[config.mk]
export PLATFORM = sky130hd
export DESIGN_NAME = regs_access_ctrl
export DESIGN_NICKNAME = d
export VERILOG_FILES = /design/src/rtl/regs_acc_pkg.sv /design/src/rtl/regs_acc_check.sv /design/src/rtl/regs_access_ctrl.sv
export SDC_FILE = /design/constraint.sdc
export NUM_CORES = 1
export LEC_CHECK = 0
export ABC_AREA = 1
export BUFFER_PORTS_ARGS = -buffer_cell sky130_fd_sc_hd__buf_4
export CAP_MARGIN = 20
export CORE_MARGIN = 5
export CORE_UTILIZATION = 50
export DETAILED_ROUTE_END_ITERATION = 8
export PLACE_DENSITY = 0.86
export SKIP_LAST_GASP = 1
export SYNTH_ARGS = -nofsm -noshare
export SYNTH_HDL_FRONTEND = slang
export SYNTH_SLANG_ARGS = --single-unit
[constraint.sdc]
create_clock -name i_clk -period 15.7 [get_ports i_clk]
set_clock_uncertainty 0.05 [all_clocks]
set_input_delay 3.14 -clock i_clk [delete_from_list [all_inputs] [get_ports i_clk]]
set_output_delay 3.14 -clock i_clk [all_outputs]
set_load 0.02 [all_outputs]
[src/rtl/regs_acc_pkg.sv]
// Shared types for the register-file access controller: opcodes, FSM states, r0/r1 indices.
// Latency: n/a (types and constants only).
// Backpressure: n/a.
package regs_acc_pkg;

  typedef enum logic [2:0] {
    OP_NOP         = 3'd0,
    OP_RD          = 3'd1,
    OP_WR          = 3'd2,
    OP_MOV_TO_R0   = 3'd3,
    OP_MOV_FROM_R0 = 3'd4,
    OP_MOV_TO_R1   = 3'd5,
    OP_MOV_FROM_R1 = 3'd6,
    OP_RSVD        = 3'd7
  } op_e;

  typedef enum logic [1:0] {
    ST_IDLE = 2'd0,
    ST_EXEC = 2'd1,
    ST_RESP = 2'd2
  } state_e;

  localparam int unsigned R0_IDX = 0;
  localparam int unsigned R1_IDX = 1;

  // A move names r0/r1 implicitly, so two enabled ports would both target the same register.
  function automatic logic pmask_both(input logic [1:0] pmask);
    return pmask == 2'b11;
  endfunction

endpackage

[src/rtl/regs_acc_check.sv]
// Combinational request validation: flags requests whose register-file outcome is ambiguous.
// Latency: 0 cycles (pure combinational).
// Backpressure: none; evaluated every cycle, sampled by the controller on accept.
module regs_acc_check
  import regs_acc_pkg::*;
#(
  parameter int AW = 5
) (
  input  logic [2:0]    i_op,
  input  logic [1:0]    i_pmask,
  input  logic [AW-1:0] i_sel0,
  input  logic [AW-1:0] i_sel1,
  output logic          o_err
);

  localparam logic [AW-1:0] R0_SEL = AW'(R0_IDX);
  localparam logic [AW-1:0] R1_SEL = AW'(R1_IDX);

  op_e  op;
  logic no_port;
  logic hit_r0;
  logic hit_r1;

  assign op      = op_e'(i_op);
  assign no_port = (i_pmask == 2'b00);
  // An enabled port selecting the move source would read and write the same register.
  assign hit_r0  = (i_pmask[0] && (i_sel0 == R0_SEL)) || (i_pmask[1] && (i_sel1 == R0_SEL));
  assign hit_r1  = (i_pmask[0] && (i_sel0 == R1_SEL)) || (i_pmask[1] && (i_sel1 == R1_SEL));

  // Decode the opcode into the error rules; NOP is always legal, reserved is always rejected.
  always_comb begin
    o_err = 1'b0;
    case (op)
      OP_NOP:         o_err = 1'b0;
      OP_RD:          o_err = no_port;
      OP_WR:          o_err = no_port || (pmask_both(i_pmask) && (i_sel0 == i_sel1));
      OP_MOV_TO_R0,
      OP_MOV_TO_R1:   o_err = no_port || pmask_both(i_pmask);
      OP_MOV_FROM_R0: o_err = no_port || pmask_both(i_pmask) || hit_r0;
      OP_MOV_FROM_R1: o_err = no_port || pmask_both(i_pmask) || hit_r1;
      default:        o_err = 1'b1;
    endcase
  end

endmodule

[src/rtl/regs_access_ctrl.sv]
// Register-file initiator: one request at a time, one-cycle strobes, one response per request.
// Latency: accept at edge N, strobes in cycle N+1, response valid from N+2 (3-cycle spacing).
// Backpressure: response held until i_rsp_ready; no new request accepted meanwhile. Option: REGS_ACC_STATS_EN.
module regs_access_ctrl
  import regs_acc_pkg::*;
#(
  parameter int DW = 32,
  parameter int AW = 5
) (
  input  logic          i_clk,
  input  logic          i_rst,
  input  logic          i_req_valid,
  output logic          o_req_ready,
  input  logic [2:0]    i_req_op,
  input  logic [1:0]    i_req_pmask,
  input  logic [AW-1:0] i_req_sel0,
  input  logic [AW-1:0] i_req_sel1,
  input  logic [DW-1:0] i_req_wdata0,
  input  logic [DW-1:0] i_req_wdata1,
  output logic          o_rsp_valid,
  input  logic          i_rsp_ready,
  output logic [DW-1:0] o_rsp_rdata0,
  output logic [DW-1:0] o_rsp_rdata1,
  output logic          o_rsp_err,
  output logic [AW-1:0] o_reg_sel0,
  output logic [AW-1:0] o_reg_sel1,
  output logic          o_reg_read0,
  output logic          o_reg_read1,
  output logic          o_reg_write0,
  output logic          o_reg_write1,
  output logic [DW-1:0] o_reg_wdata0,
  output logic [DW-1:0] o_reg_wdata1,
  input  logic [DW-1:0] i_reg_rdata0,
  input  logic [DW-1:0] i_reg_rdata1,
  output logic [1:0]    o_mov_to_r0,
  output logic [1:0]    o_mov_from_r0,
  output logic [1:0]    o_mov_to_r1,
  output logic [1:0]    o_mov_from_r1
`ifdef REGS_ACC_STATS_EN
  ,
  output logic [31:0]   o_stat_ops,
  output logic [31:0]   o_stat_errs
`endif
);

  state_e        state_q,       state_d;
  logic          req_ready_q,   req_ready_d;
  logic          err_q,         err_d;
  logic [AW-1:0] sel0_q,        sel0_d;
  logic [AW-1:0] sel1_q,        sel1_d;
  logic [DW-1:0] wdata0_q,      wdata0_d;
  logic [DW-1:0] wdata1_q,      wdata1_d;
  logic [1:0]    read_q,        read_d;
  logic [1:0]    write_q,       write_d;
  logic [1:0]    mov_to_r0_q,   mov_to_r0_d;
  logic [1:0]    mov_from_r0_q, mov_from_r0_d;
  logic [1:0]    mov_to_r1_q,   mov_to_r1_d;
  logic [1:0]    mov_from_r1_q, mov_from_r1_d;
  logic          rsp_valid_q,   rsp_valid_d;
  logic          rsp_err_q,     rsp_err_d;
  logic [DW-1:0] rdata0_q,      rdata0_d;
  logic [DW-1:0] rdata1_q,      rdata1_d;

  logic          chk_err;
  logic          accept;

  regs_acc_check #(.AW(AW)) u_check (
    .i_op    (i_req_op),
    .i_pmask (i_req_pmask),
    .i_sel0  (i_req_sel0),
    .i_sel1  (i_req_sel1),
    .o_err   (chk_err)
  );

  assign accept = (state_q == ST_IDLE) && i_req_valid && req_ready_q;

  // Next-state and next-output logic; strobes are computed at accept so they are registered during EXEC.
  always_comb begin
    state_d       = state_q;
    err_d         = err_q;
    sel0_d        = sel0_q;
    sel1_d        = sel1_q;
    wdata0_d      = wdata0_q;
    wdata1_d      = wdata1_q;
    read_d        = 2'b00;
    write_d       = 2'b00;
    mov_to_r0_d   = 2'b00;
    mov_from_r0_d = 2'b00;
    mov_to_r1_d   = 2'b00;
    mov_from_r1_d = 2'b00;
    rsp_err_d     = rsp_err_q;
    rdata0_d      = rdata0_q;
    rdata1_d      = rdata1_q;

    case (state_q)
      ST_IDLE: begin
        if (accept) begin
          state_d  = ST_EXEC;
          err_d    = chk_err;
          sel0_d   = i_req_sel0;
          sel1_d   = i_req_sel1;
          wdata0_d = i_req_wdata0;
          wdata1_d = i_req_wdata1;
          if (!chk_err) begin
            case (op_e'(i_req_op))
              OP_RD:          read_d        = i_req_pmask;
              OP_WR:          write_d       = i_req_pmask;
              OP_MOV_TO_R0:   mov_to_r0_d   = i_req_pmask;
              OP_MOV_FROM_R0: mov_from_r0_d = i_req_pmask;
              OP_MOV_TO_R1:   mov_to_r1_d   = i_req_pmask;
              OP_MOV_FROM_R1: mov_from_r1_d = i_req_pmask;
              default:        ;
            endcase
          end
        end
      end
      ST_EXEC: begin
        // Read strobes are only ever set for a legal RD, so they also gate the capture.
        state_d   = ST_RESP;
        rsp_err_d = err_q;
        rdata0_d  = read_q[0] ? i_reg_rdata0 : '0;
        rdata1_d  = read_q[1] ? i_reg_rdata1 : '0;
      end
      ST_RESP: begin
        if (i_rsp_ready) state_d = ST_IDLE;
      end
      default: state_d = ST_IDLE;
    endcase

    req_ready_d = (state_d == ST_IDLE);
    rsp_valid_d = (state_d == ST_RESP);
  end

  // State and output registers; async reset clears strobes immediately and drops any in-flight work.
  always_ff @(posedge i_clk or posedge i_rst) begin
    if (i_rst) begin
      state_q       <= ST_IDLE;
      req_ready_q   <= 1'b0;
      err_q         <= 1'b0;
      sel0_q        <= '0;
      sel1_q        <= '0;
      wdata0_q      <= '0;
      wdata1_q      <= '0;
      read_q        <= 2'b00;
      write_q       <= 2'b00;
      mov_to_r0_q   <= 2'b00;
      mov_from_r0_q <= 2'b00;
      mov_to_r1_q   <= 2'b00;
      mov_from_r1_q <= 2'b00;
      rsp_valid_q   <= 1'b0;
      rsp_err_q     <= 1'b0;
      rdata0_q      <= '0;
      rdata1_q      <= '0;
    end else begin
      state_q       <= state_d;
      req_ready_q   <= req_ready_d;
      err_q         <= err_d;
      sel0_q        <= sel0_d;
      sel1_q        <= sel1_d;
      wdata0_q      <= wdata0_d;
      wdata1_q      <= wdata1_d;
      read_q        <= read_d;
      write_q       <= write_d;
      mov_to_r0_q   <= mov_to_r0_d;
      mov_from_r0_q <= mov_from_r0_d;
      mov_to_r1_q   <= mov_to_r1_d;
      mov_from_r1_q <= mov_from_r1_d;
      rsp_valid_q   <= rsp_valid_d;
      rsp_err_q     <= rsp_err_d;
      rdata0_q      <= rdata0_d;
      rdata1_q      <= rdata1_d;
    end
  end

  assign o_req_ready   = req_ready_q;
  assign o_rsp_valid   = rsp_valid_q;
  assign o_rsp_err     = rsp_err_q;
  assign o_rsp_rdata0  = rdata0_q;
  assign o_rsp_rdata1  = rdata1_q;
  assign o_reg_sel0    = sel0_q;
  assign o_reg_sel1    = sel1_q;
  assign o_reg_wdata0  = wdata0_q;
  assign o_reg_wdata1  = wdata1_q;
  assign o_reg_read0   = read_q[0];
  assign o_reg_read1   = read_q[1];
  assign o_reg_write0  = write_q[0];
  assign o_reg_write1  = write_q[1];
  assign o_mov_to_r0   = mov_to_r0_q;
  assign o_mov_from_r0 = mov_from_r0_q;
  assign o_mov_to_r1   = mov_to_r1_q;
  assign o_mov_from_r1 = mov_from_r1_q;

`ifdef REGS_ACC_STATS_EN
  logic [31:0] stat_ops_q,  stat_ops_d;
  logic [31:0] stat_errs_q, stat_errs_d;
  logic        rsp_hs;

  assign rsp_hs = rsp_valid_q && i_rsp_ready;

  // Count completed responses and rejected ones; both wrap naturally at 2**32.
  always_comb begin
    stat_ops_d  = stat_ops_q;
    stat_errs_d = stat_errs_q;
    if (rsp_hs) begin
      stat_ops_d = stat_ops_q + 32'd1;
      if (rsp_err_q) stat_errs_d = stat_errs_q + 32'd1;
    end
  end

  // Statistics counter registers.
  always_ff @(posedge i_clk or posedge i_rst) begin
    if (i_rst) begin
      stat_ops_q  <= '0;
      stat_errs_q <= '0;
    end else begin
      stat_ops_q  <= stat_ops_d;
      stat_errs_q <= stat_errs_d;
    end
  end

  assign o_stat_ops  = stat_ops_q;
  assign o_stat_errs = stat_errs_q;
`endif

endmodule

== After elaboration in Yosys (flattened, before gate mapping) ==
Cells that the tools add are included.
Operators by class
  equality and inequality tests: 13
  muxes and demuxes: 30
  reduce and logical (&&, ||, !) cells: 21
Operators by type and width (count)
  32-bit two-way mux: 2
  2-bit two-way mux: 26
  5-bit by 1-bit == test with 1-bit output (second input constant): 2
  5-bit logical NOT: 2
  3-bit == test (second input constant): 3
  1-bit logical AND: 7
  2-bit == test (second input constant): 3
  3-bit by 2-bit == test with 1-bit output (second input constant): 2
  2-bit logical NOT: 3
  1-bit logical OR: 6
  1-bit case mux with 6 select lines: 1
  2-bit case mux with 3 select lines: 1
  5-bit == test: 1
  3-bit by 1-bit == test with 1-bit output (second input constant): 1
  3-bit logical NOT: 1
  2-bit by 1-bit == test with 1-bit output (second input constant): 1
  2-bit AND reduction: 1
  2-bit OR reduction: 1
Storage, ports and cells
  register bits: 156
  bits of input ports: 147
  logic and storage cells: 81

== Logic depth before layout (Yosys ltp) ==
Gate-level depths: netlist (run 1).
  depth in word-level cells: 8
  gate-level depth with buffers: 11
  mapped depth without buffers: 11

== Cells and area by module ==
From an unflattened synthesis (run 1), not the netlist that was laid out.
Unflattened totals
  cell total of the unflattened synthesis: 726
  area, all modules: 6376.1 sq um
By module, submodules not included
  regs_access_ctrl: times used 1, cells an instance 661, area an instance 6090.8 sq um, sequential area each 3903.7 sq um
  regs_acc_check: times used 1, cells an instance 65, area an instance 285.3 sq um, sequential area each 0.0 sq um

== Worst setup path before layout (run 1) ==
OpenSTA, ideal clock, no wires.
  path type: input port to flip-flop
  from: in i_req_pmask[0]
  to: reg err_q
  library setup time: 0.117 ns
  arrival time: 3.961 ns
  required time: 15.533 ns
  slack: 11.572 ns
  cell stages on the path: 9
  path through: inv_1 > ha_1 > inv_1 > nand2_1 > nand3_1 > nor2_4 > nand2_1 > nand2_1 > nand2_1
On the way
  cells in the longest elaborated chain, start to end: 4
  elaborated cells on any way between the ends: 12
  those cells by class: eq/ne (1); mux (1); reduce/logical (10)
Ends and longest elaborated chain
  start, declared: RTL line regs_access_ctrl.sv:15  | input logic [1:0] i_req_pmask,
  2-bit == test, or another cell as far along: RTL line regs_acc_pkg.sv:28  | return pmask == 2'b11;
  1-bit logical OR, or another cell as far along: RTL line regs_acc_check.sv:38, regs_acc_check.sv:39, regs_acc_check.sv:40
  1-bit logical OR, on equally long branches: RTL line regs_acc_check.sv:40, regs_acc_check.sv:36, regs_acc_check.sv:39
  1-bit case mux with 6 select lines *: RTL line regs_acc_check.sv:33  | case (op)
  end signal, assigned: RTL line regs_access_ctrl.sv:157  | err_q <= err_d;
  end, declared: RTL line regs_access_ctrl.sv:48  | logic err_q, err_d;
Every way passes the cells marked *; elsewhere a longest branch is shown, timed or not.
A chain may end at the register's enable or synchronous reset.

== Worst setup path after layout (run 1) ==
  from: in i_req_valid
  to: reg sel0_q[4], in the netlist o_reg_sel0[4]
On the way
  cells in the longest elaborated chain, start to end: 3
Ends and longest elaborated chain
  start, declared: RTL line regs_access_ctrl.sv:12  | input logic i_req_valid,
  1-bit logical AND (2 in series): RTL line regs_access_ctrl.sv:75  | assign accept = (state_q == ST_IDLE) && i_req_valid && req_ready_q;
  2-bit AND reduction (no line)
  end signal, assigned: RTL line regs_access_ctrl.sv:158  | sel0_q <= sel0_d;
  end, declared: RTL line regs_access_ctrl.sv:49  | logic [AW-1:0] sel0_q, sel0_d;
No other way between the ends.

==> impl_results.md, run 1 <==
- Largest net degree at the start of global routing: 93
- Port bufs: between 200 and 300
- CP Class: in -> reg
- Fin util: between 70% and 80%
- CTS tree: done
- Nets: 1146
- Max Transition Viols Final: 0
- Worst Path Arrival: 5.07 ns
- Initial antenna violation count: 0
- Cells along the critical path: buf_4, nand2_1, nor3_4, buf_4, inv_2, buf_4, nand2_1, o21ai_0
- Post-cts resize count: 0
- Via count: around 5800
- Global Route met3 Usage: under 10%
- Slowest stage cell, crit path: buf_4
- Final instance area: between 0.009 and 0.01 mm^2
- Crit start category: input port
- Clock power share: 26.9%
- Number of global-route vias before repair: between 5000 and 6000
- Area Growth Syn to Fin: 47.85%
- Row cnt: 40
- GR Layer Usage met1: between 30% and 40%
- Final hold vios: 0
- Power consumption: roughly 1500 uW
- # diodes: 0
- Seq cells post-synth: about 160
- Seq/Total Area, Yosys: a little under two thirds
- Comb power frac: between 30% and 40%
- Buffers inserted by post-CTS timing repair: 0
- Area leader, netlist: dfrtp_1
- CP Depth: 8
- Synth top cells by count: nand2_1 (363), dfrtp_1 (156), nand3_1 (80)
- MaxCap Viol Count: 0
- Core Area: 0.01206 mm^2
- Most common cell in the netlist: nand2_1
- Total routed wirelength: about 19000 um
- Die H: approximately 120 um
- CTS HTree Levels: 4
- Drt wl/cell: around 16 um
- Average cell area after synthesis: about 8.7 um^2
- Initial Util: between 50% and 60%
- FMAX: around 0.21 GHz
- Crit Path Max Fanout: 71
- Outcome: finished, final reports clean
- Yosys warns: 0
- Ys async rst share: between 90% and 100%
- Die ar.: 0.01465 mm^2
- Worst Path Buf+Inv: 4
- Reg2reg path depth: 6
- Crit. End Element: register
- Post-DP HPWL: about 14000 um
- Routability Congestion: approximately 0.93
- Clock Pin Slew Worst Setup and Hold Paths: roughly 0.06 ns
- Final period util: just over 30%
- Global route overflow: 0
- First-pass GRT wire length: approximately 29000 um
- I/O pin total: 300
- Clk sinks: 156
- P_int: 972.5 uW
- Final setup fails: 0
- Post-Synthesis Cells: slightly above 700
- Mapped Nets: approximately 860
- Number of flops mapped to enable cells by yosys: 0
- Worst-margin pin slew: roughly 0.81 ns
- Max incr delay on CP: roughly 0.58 ns
- Via-to-Cell Ratio: around 4.9
- Synth top area cells: dfrtp_1 (63%), nand2_1 (22%), nand3_1 (6.5%)
- Tmin final: 4.846 ns
- Placed Instance Area: between 0.008 and 0.009 mm^2
- Share of cells above drive strength 1: about a third
- Synthesized cell area: around 0.006 mm^2
- Min-delay worst type: reg -> reg
- RSZ-0062 raised after global routing: false
- Hold-fix buffers, CTS: 0
- Die X-Extent: roughly 120 um
- Yosys cell types: 16
- Synth Flop Type: dfrtp_1
- GRT Util Overall: about a quarter
- Net Sw Power: ~560 uW
- Switching share of power: 36.49%
- Flop pwr share: about 37%
- CP required: 15.92 ns
- Setup TNS: 0 ns
- Routed Antenna Nets: 0
- Max clock buf depth: 2
- Lkg Pwr: approximately 0.0053 uW
- Clk_lat worst skew: ~0.41 ns
- Crit path top cell by count: buf_4
- Share of the synthesized area in the top cell type: ~63%
- Clock root cell: clkbuf_16
- Headroom to the max-slew limit: between 40% and 50%
- Post-route DRC: 0
- Peak supply drop: about 0.00012 V
- Crit-path leading delay family: buffers and inverters
- Worst Hold Depth: 2
- CTS buffer count: 17
- Met2 usage: between 40% and 50%
- Pwr dens: around 170 mW/mm^2
- Busiest grt layer: met2
- Initial DRC count: roughly 510
- Drt first pass iters: 5
==> power groups by stage <==
stage,registers (uW),logic [uW],clock network (uW)
after detailed placement,574,550,0
after global routing,583,592,433
after global placement,573,539,0
after CTS,570,553,418
final,571,549,412
after floorplan,690,180,0
==> flip-flops by register name, indices dropped and copies added, names as in the netlist, 2 cells and up <==
| register | count |
|---|---|
| o_mov_to_r0 | 2 |
| o_mov_to_r1 | 2 |
| o_rsp_rdata0 | 32 |
| o_reg_sel0 | 5 |
| o_mov_from_r0 | 2 |
| o_reg_wdata1 | 32 |
| o_rsp_rdata1 | 32 |
| read_q | 2 |
| o_reg_wdata0 | 32 |
| write_q | 2 |
| o_reg_sel1 | 5 |
| state_q | 2 |
| o_mov_from_r1 | 2 |
==> per-layer routing <==
metal	part of all wire, %	wire length [um]
met2	52	9925
met1	36	6951
met5	0	0
met4	3.3	627
met3	8.4	1606
==> cell families (layout without fill, tap and decap cells) <==
kind of cell	Yosys count	in the layout	synth area share [%]
and+or+nand+nor	476	476	30.96
buffers and inverters	60	359	4.040
DFF	156	156	63.34
AOI/OAI and AO/OA	15	15	1.259
adders and majority gates	2	2	0.4059
==> cells in the final DEF (no fill, tap or decap), drive strengths merged, types with 3 or more instances in the layout <==
master	synthesis	routed
bufinv	0	3
o21ai	14	14
dfrtp	156	156
nor2	31	31
clkinv	0	4
buf	22	306
inv	23	23
clkbuf	15	23
nand2	363	363
nand3	80	80
==> final timing paths <==
check,from,end,slack [ns]
max,i_req_valid,o_reg_sel0[4],10.85
min,o_reg_wdata0[0],o_reg_wdata0[0],0.42
max reg2reg,state_q[1],o_reg_sel0[4],13.23
min reg2reg,o_reg_wdata0[0],o_reg_wdata0[0],0.42
max in group asynchronous,i_rst,o_reg_wdata1[5],11.41
min in group asynchronous,i_rst,o_rsp_rdata1[19],2.82
==> per-stage QoR <==
step                      instances  setup WS [ns]  hold WS [ns]
after floorplan                 709          8.304        0.3992
after global placement         1146          10.44        0.4066
after detailed placement       1146          10.46        0.4094
after CTS                      1176          10.88        0.4242
after global routing           1176          10.63        0.4355
final                          1176          10.85        0.4208
==> worst min-delay path: stages, from the launching register on <==
cell,delay (ns)
dfrtp_1,0.34
nand2_1,0.05
nand2_1,0.04
==> area by class of cell <==
| class | instances | area, um^2 |
|---|---|---|
| Sequential cell | 156 | 3904 |
| Fill cell | 877 | 2949 |
| Timing Repair Buffer | 306 | 2297 |
| Multi-Input combinational cell | 493 | 2018 |
| Clock buffer | 23 | 478.0 |
| Tap cell | 168 | 210.2 |
| Clock inverter | 7 | 113.9 |
| Inverter | 23 | 91.34 |
No activity file was read; power rests on OpenSTA's default activity.
==> inputs of run 2 (changes only) <==
CORE_UTILIZATION = 46   (was 50)
PLACE_DENSITY = 0.8   (was 0.86)
clock period = 4.8 ns   (was 15.7 ns; I/O delays follow)
==> impl_results.md, run 2 (synthesis gave the netlist of run 1 again) <==
- Outcome: finished, final reports clean
- Total routed wirelength: 18280 um (-4.4%)
- Most common cell after layout, fill and taps aside: nand2_1
- FMAX: 0.4345 GHz
- Most frequent cells in the layout: nand2_1 (363), buf_4 (305), dfrtp_1 (156)
- GRT Util Overall: 22.73% (-3.3 points)
- Worst-margin pin slew: 0.9019 ns (+0.09206 ns)
- Headroom to the max-slew limit: 39.79% (-6.2 points)
- Setup slack after layout: 2.499 ns (-8.355 ns)
- CP Class: reg -> out
- Drt wl/cell: 15.40 um (-5.3%)
- Row cnt: 42 (+5.0%)
- Via count: 5632 (-2.9%)
- # diodes: 0 (unchanged)
- Crit. End Element: primary output
- Port bufs: 299 (unchanged)
- Lkg Pwr: 0.005312 uW (+0.20%)
- First-pass GRT wire length: 28590 um (-2.9%)
- Placed Instance Area: 0.008542 mm^2 (+0.25%)
- Setup WS pre-CTS: 2.167 ns (-8.292 ns)
- Max clock buf depth: 2 (unchanged)
- Fillers: 1068 (+22%)
- Routability Congestion: 0.8660 (-6.5%)
- Clock Pin Slew Worst Setup and Hold Paths: 0.06 ns (about the same)
- Max Transition Viols Final: 0 (unchanged)
- Initial Util: 46.73% (-4.4 points)
- Buffers inserted by post-CTS timing repair: 0 (unchanged)
- Routed Antenna Nets: 0 (unchanged)
- Initial antenna violation count: 0 (unchanged)
- Final period util: about 48%
- Clock root cell: clkbuf_16
- Hold-fix buffers, CTS: 0 (unchanged)
- Hold WS: 0.4199 ns (-0.0008450 ns)
- Clk_lat worst skew: 0.41 ns (about the same)
- Drt first pass iters: 5 (unchanged)
- Via-to-Cell Ratio: 4.745 (-3.8%)
- Crit Path Max Fanout: 33 (-54%)
- Global route overflow: 0 (unchanged)
- RSZ-0062 raised after global routing: false
- Worst Path Arrival: 1.29 ns (-3.78 ns)
- Area Growth Syn to Fin: 48.60%
- Peak supply drop: 0.0003791 V (+200%)
- I/O pin total: 300 (unchanged)
- Post-DP HPWL: 13220 um (-2.7%)
- Final hold vios: 0 (unchanged)
- Post-route DRC: 0 (unchanged)
- CTS buffer count: 17 (unchanged)
- Nets: 1147 (+0.087%)
- Largest net degree at the start of global routing: 87 (-6.5%)
- Final setup fails: 0 (unchanged)
- Setup TNS: 0 ns (unchanged)
- Post-cts resize count: 0 (unchanged)
- Die H: 125.8 um (+3.9%)
- Power consumption: 4989 uW (+230%)
- Min-delay worst type: reg -> reg
- Clk sinks: 156 (unchanged)
- Pwr dens: 544.7 mW/mm^2 (+220%)
- Final instance area: 0.009159 mm^2 (+0.51%)
- Number of global-route vias before repair: 5439 (-4.6%)
- MaxCap Viol Count: 0 (unchanged)
- Die X-Extent: 125.8 um (+3.9%)
- Crit start category: register
- CTS HTree Levels: 4 (unchanged)
- Core Area: 0.01319 mm^2 (+9.4%)
- Die ar.: 0.01581 mm^2 (+8.0%)
- Tmin final: 2.301 ns
- Share of cells above drive strength 1: 34.12% (+0.39 points)
- Initial DRC count: 325 (-36%)
- CTS tree: done
- CP required: 3.79 ns (-12.13 ns)
-- run 2: cell type report --
cell class / count / area (um^2) / area share [%]
well taps: 176 / 220.2 / 2.404
flip-flops and latches: 156 / 3904 / 42.62
repair buffers: 307 / 2330 / 25.44
inverters: 23 / 90.09 / 0.9836
clock buffers: 22 / 484.2 / 5.287
multi-input cells: 493 / 2018 / 22.04
clock inverters: 10 / 112.6 / 1.230
-- run 2: where the power goes --
group / internal, uW / total (uW) / switching [uW] / leakage (uW)
registers: 1660 / 1860 / 199 / 0.00206
clock network: 820 / 1330 / 507 / 0.000292
logic: 682 / 1800 / 1120 / 0.00296
-- run 2: layer usage --
layer | track usage, % | vias up | part of all wire [%]
li1 | - | 2770 | -
met1 | 28.09 | 2607 | 39
met2 | 37.60 | 222 | 50
met3 | 6.732 | 33 | 7.2
met4 | 9.401 | 0 | 3.2
met5 | 0 | - | 0
-- run 2: worst paths after layout --
check | start | cells after the start | end | slack [ns]
setup / recovery | read_q[0] | 2 | o_reg_read0 | 2.50
hold reg to reg | o_reg_wdata1[17] | 2 | o_reg_wdata1[17] | 0.42
hold / removal | o_reg_wdata1[17] | 2 | o_reg_wdata1[17] | 0.42
setup reg to reg | o_req_ready | 6 | o_reg_sel0[2] | 2.85
max in group asynchronous | i_rst | 3 | o_reg_sel1[2] | 3.18
min in group asynchronous | i_rst | 2 | o_rsp_rdata1[14] | 0.58
-- run 2: metrics by stage --
| stage | utilization (%) | std cells |
|---|---|---|
| global route | 69.44 | 1187 |
| CTS | 69.28 | 1186 |
| global placement | 64.76 | 1154 |
| floorplan | - | 709 |
| finish | 69.44 | 1187 |
| detailed placement | 64.76 | 1154 |
-- run 2: worst max-delay path, stage by stage, from the launching register on --
cell,delay (ns)
dfrtp_1,0.32
buf_4,0.33
buf_4,0.22
==> inputs of run 3 (changes only) <==
ABC_AREA = 0   (was 1)
CORE_UTILIZATION = 41   (was 46)
PLACE_DENSITY = 0.76   (was 0.8)
clock period = 2 ns   (was 4.8 ns; I/O delays follow)
==> impl_results.md, run 3 <==
- Synth top area cells: dfrtp_1 (64%), mux2_2 (14%), nand2_1 (8.5%)
- Core Area: 0.01453 mm^2 (+10%)
- Seq/Total Area, Yosys: 64.38% (+1.0 points)
- Setup TNS: 0 ns (unchanged)
- CTS tree: done
- Crit Path Max Fanout: 25 (-24%)
- Row cnt: 44 (+4.8%)
- Final setup fails: 0 (unchanged)
- Most common cell after layout, fill and taps aside: buf_4
- Total routed wirelength: 16780 um (-8.2%)
- Setup WS pre-CTS: 0.07014 ns (-2.096 ns)
- CP required: 2.25 ns (-1.54 ns)
- Via count: 4910 (-13%)
- Mapped Nets: 663 (-23%)
- Critical path startpoint: state_q[0]
- Worst setup path endpoint: o_reg_wdata1[26]
- Synth Flop Type: dfrtp_1
- Die ar.: 0.01732 mm^2 (+9.5%)
- Share of cells above drive strength 1: 51.20% (+17 points)
- Largest net degree at the start of global routing: 100 (+15%)
- Ys async rst share: 100.0% (unchanged)
- Drt first pass iters: 4 (-1)
- Hold WS: 0.08187 ns (-0.3380 ns)
- RSZ-0062 raised after global routing: false
- Slowest stage cell, crit path: and4bb_4
- Initial DRC count: 177 (-46%)
- Post-route DRC: 0 (unchanged)
- Synth top cells by count: dfrtp_1 (156), nand2_1 (137), mux2_2 (75)
- Worst Path Arrival: 2.07 ns (+0.78 ns)
- Clock root cell: clkbuf_16
- Worst Path Buf+Inv: 1 (-1)
- # diodes: 0 (unchanged)
- Post-Synthesis Cells: 514 (-28%)
- CP Class: reg -> reg
- Most frequent cells in the layout: buf_4 (313), dfrtp_1 (156), nand2_1 (137)
- Via-to-Cell Ratio: 4.842 (+2.1%)
- CP Depth: 3 (+1)
- Headroom to the max-slew limit: 53.89% (+14 points)
- Average cell area after synthesis: 11.80 um^2 (+36%)
- First-pass GRT wire length: 27540 um (-3.7%)
- Lkg Pwr: 0.004387 uW (-17%)
- Tmin final: around 1.8 ns
- Area Growth Syn to Fin: 50.45%
- Clock Pin Slew Worst Setup and Hold Paths: 0.06 ns (about the same)
- Max incr delay on CP: 0.48 ns (+0.15 ns)
- Fillers: 1133 (+6.1%)
- Crit. End Element: register
- Pwr dens: 1332 mW/mm^2 (+140%)
- Min-delay worst type: in -> async
- Initial antenna violation count: 0 (unchanged)
- Setup slack after layout: 0.1725 ns (-2.326 ns)
- Outcome: finished, final reports clean
- CTS HTree Levels: 4 (unchanged)
- Drt wl/cell: 16.55 um (+7.5%)
- I/O pin total: 300 (unchanged)
- Peak supply drop: 0.0009752 V (+160%)
- Worst r2r src: state_q[0]
- Power consumption: 12150 uW (+140%)
- Routed Antenna Nets: 0 (unchanged)
- Yosys warns: 0 (unchanged)
- RR Endpoint: o_reg_wdata1[26]
- Clk sinks: 156 (unchanged)
- Share of the synthesized area in the top cell type: 64.38% (+1.0 points)
- Die H: 131.6 um (+4.7%)
- Initial Util: 41.72% (-5.0 points)
- Nets: 967 (-16%)
- Number of global-route vias before repair: 5317 (-2.2%)
- MaxCap Viol Count: 0 (unchanged)
- Port bufs: 299 (unchanged)
- Crit-path leading delay family: simple AND/OR/NAND/NOR gates
- Final period util: around nine tenths
- Synthesized cell area: 0.006063 mm^2 (-1.6%)
- Final hold vios: 0 (unchanged)
- Yosys cell types: 28 (+12)
- Clk_lat worst skew: 0.41 ns (about the same)
- Worst-margin pin slew: 0.6917 ns (-0.2102 ns)
- CTS buffer count: 17 (unchanged)
- Buffers inserted by post-CTS timing repair: 0 (unchanged)
- R2R setup slack: 0.17 ns (-2.68 ns)
- Reg2reg path depth: 3 (-3)
- Routability Congestion: 0.8073 (-6.8%)
- Most common cell in the netlist: dfrtp_1
- Global route overflow: 0 (unchanged)
- Die X-Extent: 131.6 um (+4.7%)
- Cells along the critical path: and4bb_4, buf_4, mux2_2
- FMAX: approximately 0.55 GHz
- GRT Util Overall: 19.53% (-3.2 points)
- Post-DP HPWL: 13160 um (-0.41%)
- Area leader, netlist: dfrtp_1
- Max Transition Viols Final: 0 (unchanged)
- Number of flops mapped to enable cells by yosys: 0 (unchanged)
- Hold-fix buffers, CTS: 0 (unchanged)
- Max clock buf depth: 2 (unchanged)
- Post-cts resize count: 0 (unchanged)
- Seq cells post-synth: 156 (unchanged)
- Crit start category: register
==> run 3: layout make-up <==
type | instances | area [um^2] | share of cell area, %
Clock inverter | 10 | 91.34 | 1.001
Tap cell | 184 | 230.2 | 2.524
Timing Repair Buffer | 315 | 2390 | 26.20
Clock buffer | 21 | 470.5 | 5.157
Inverter | 4 | 18.77 | 0.2057
Sequential cell | 156 | 3904 | 42.79
Multi-Input combinational cell | 324 | 2018 | 22.12
==> run 3: worst register-to-register path: stages (launching register included) <==
cell and delay, ns:
dfrtp_1 0.42, and4bb_4 0.48, buf_4 0.38, mux2_2 0.39
==> run 3: cells by family after synthesis <==
family | Yosys count | share of synthesized area [%]
AOI/OAI and AO/OA | 70 | 6.273
xor gates and xnor gates | 5 | 0.7222
adders and majority gates | 2 | 0.4126
buffers and inverters | 34 | 2.517
DFF | 156 | 64.38
muxes | 75 | 13.93
and+or+nand+nor | 172 | 11.76
==> run 3: power by group <==
group | leakage, uW | switching [uW] | total, uW | internal (uW)
Combinational | 0.00212 | 2380 | 4590 | 2210
Sequential | 0.00200 | 503 | 4550 | 4050
Clock | 0.000263 | 1210 | 3010 | 1800
==> run 3: worst min path at each step <==
| stage | from | end |
|---|---|---|
| 2_1_floorplan | state_q[1] | o_rsp_valid |
| 3_3_place_gp | o_rsp_rdata0[27] | o_rsp_rdata0[27] |
| 3_5_place_dp | o_rsp_rdata0[21] | o_rsp_rdata0[21] |
| 4_1_cts | i_rst | o_reg_wdata1[23] |
| 5_1_grt | i_rst | o_mov_from_r0[1] |
| 6_report | i_rst | o_mov_to_r1[0] |
==> run 3: routing by layer <==
metal | up-vias | GRT usage (%) | share of wire [%]
li1 | 2329 | - | -
met1 | 2359 | 20.85 | 36
met2 | 203 | 33.55 | 51
met3 | 19 | 10.21 | 11
met4 | 0 | 6.114 | 1.7
met5 | - | 0 | 0
==> run 3: through the flow <==
stage	util, %	area [um^2]	std cells
2_1_floorplan	-	6067	514
3_3_place_gp	58.90	8561	983
3_5_place_dp	58.90	8561	983
4_1_cts	62.77	9123	1014
5_1_grt	62.77	9123	1014
6_report	62.77	9123	1014
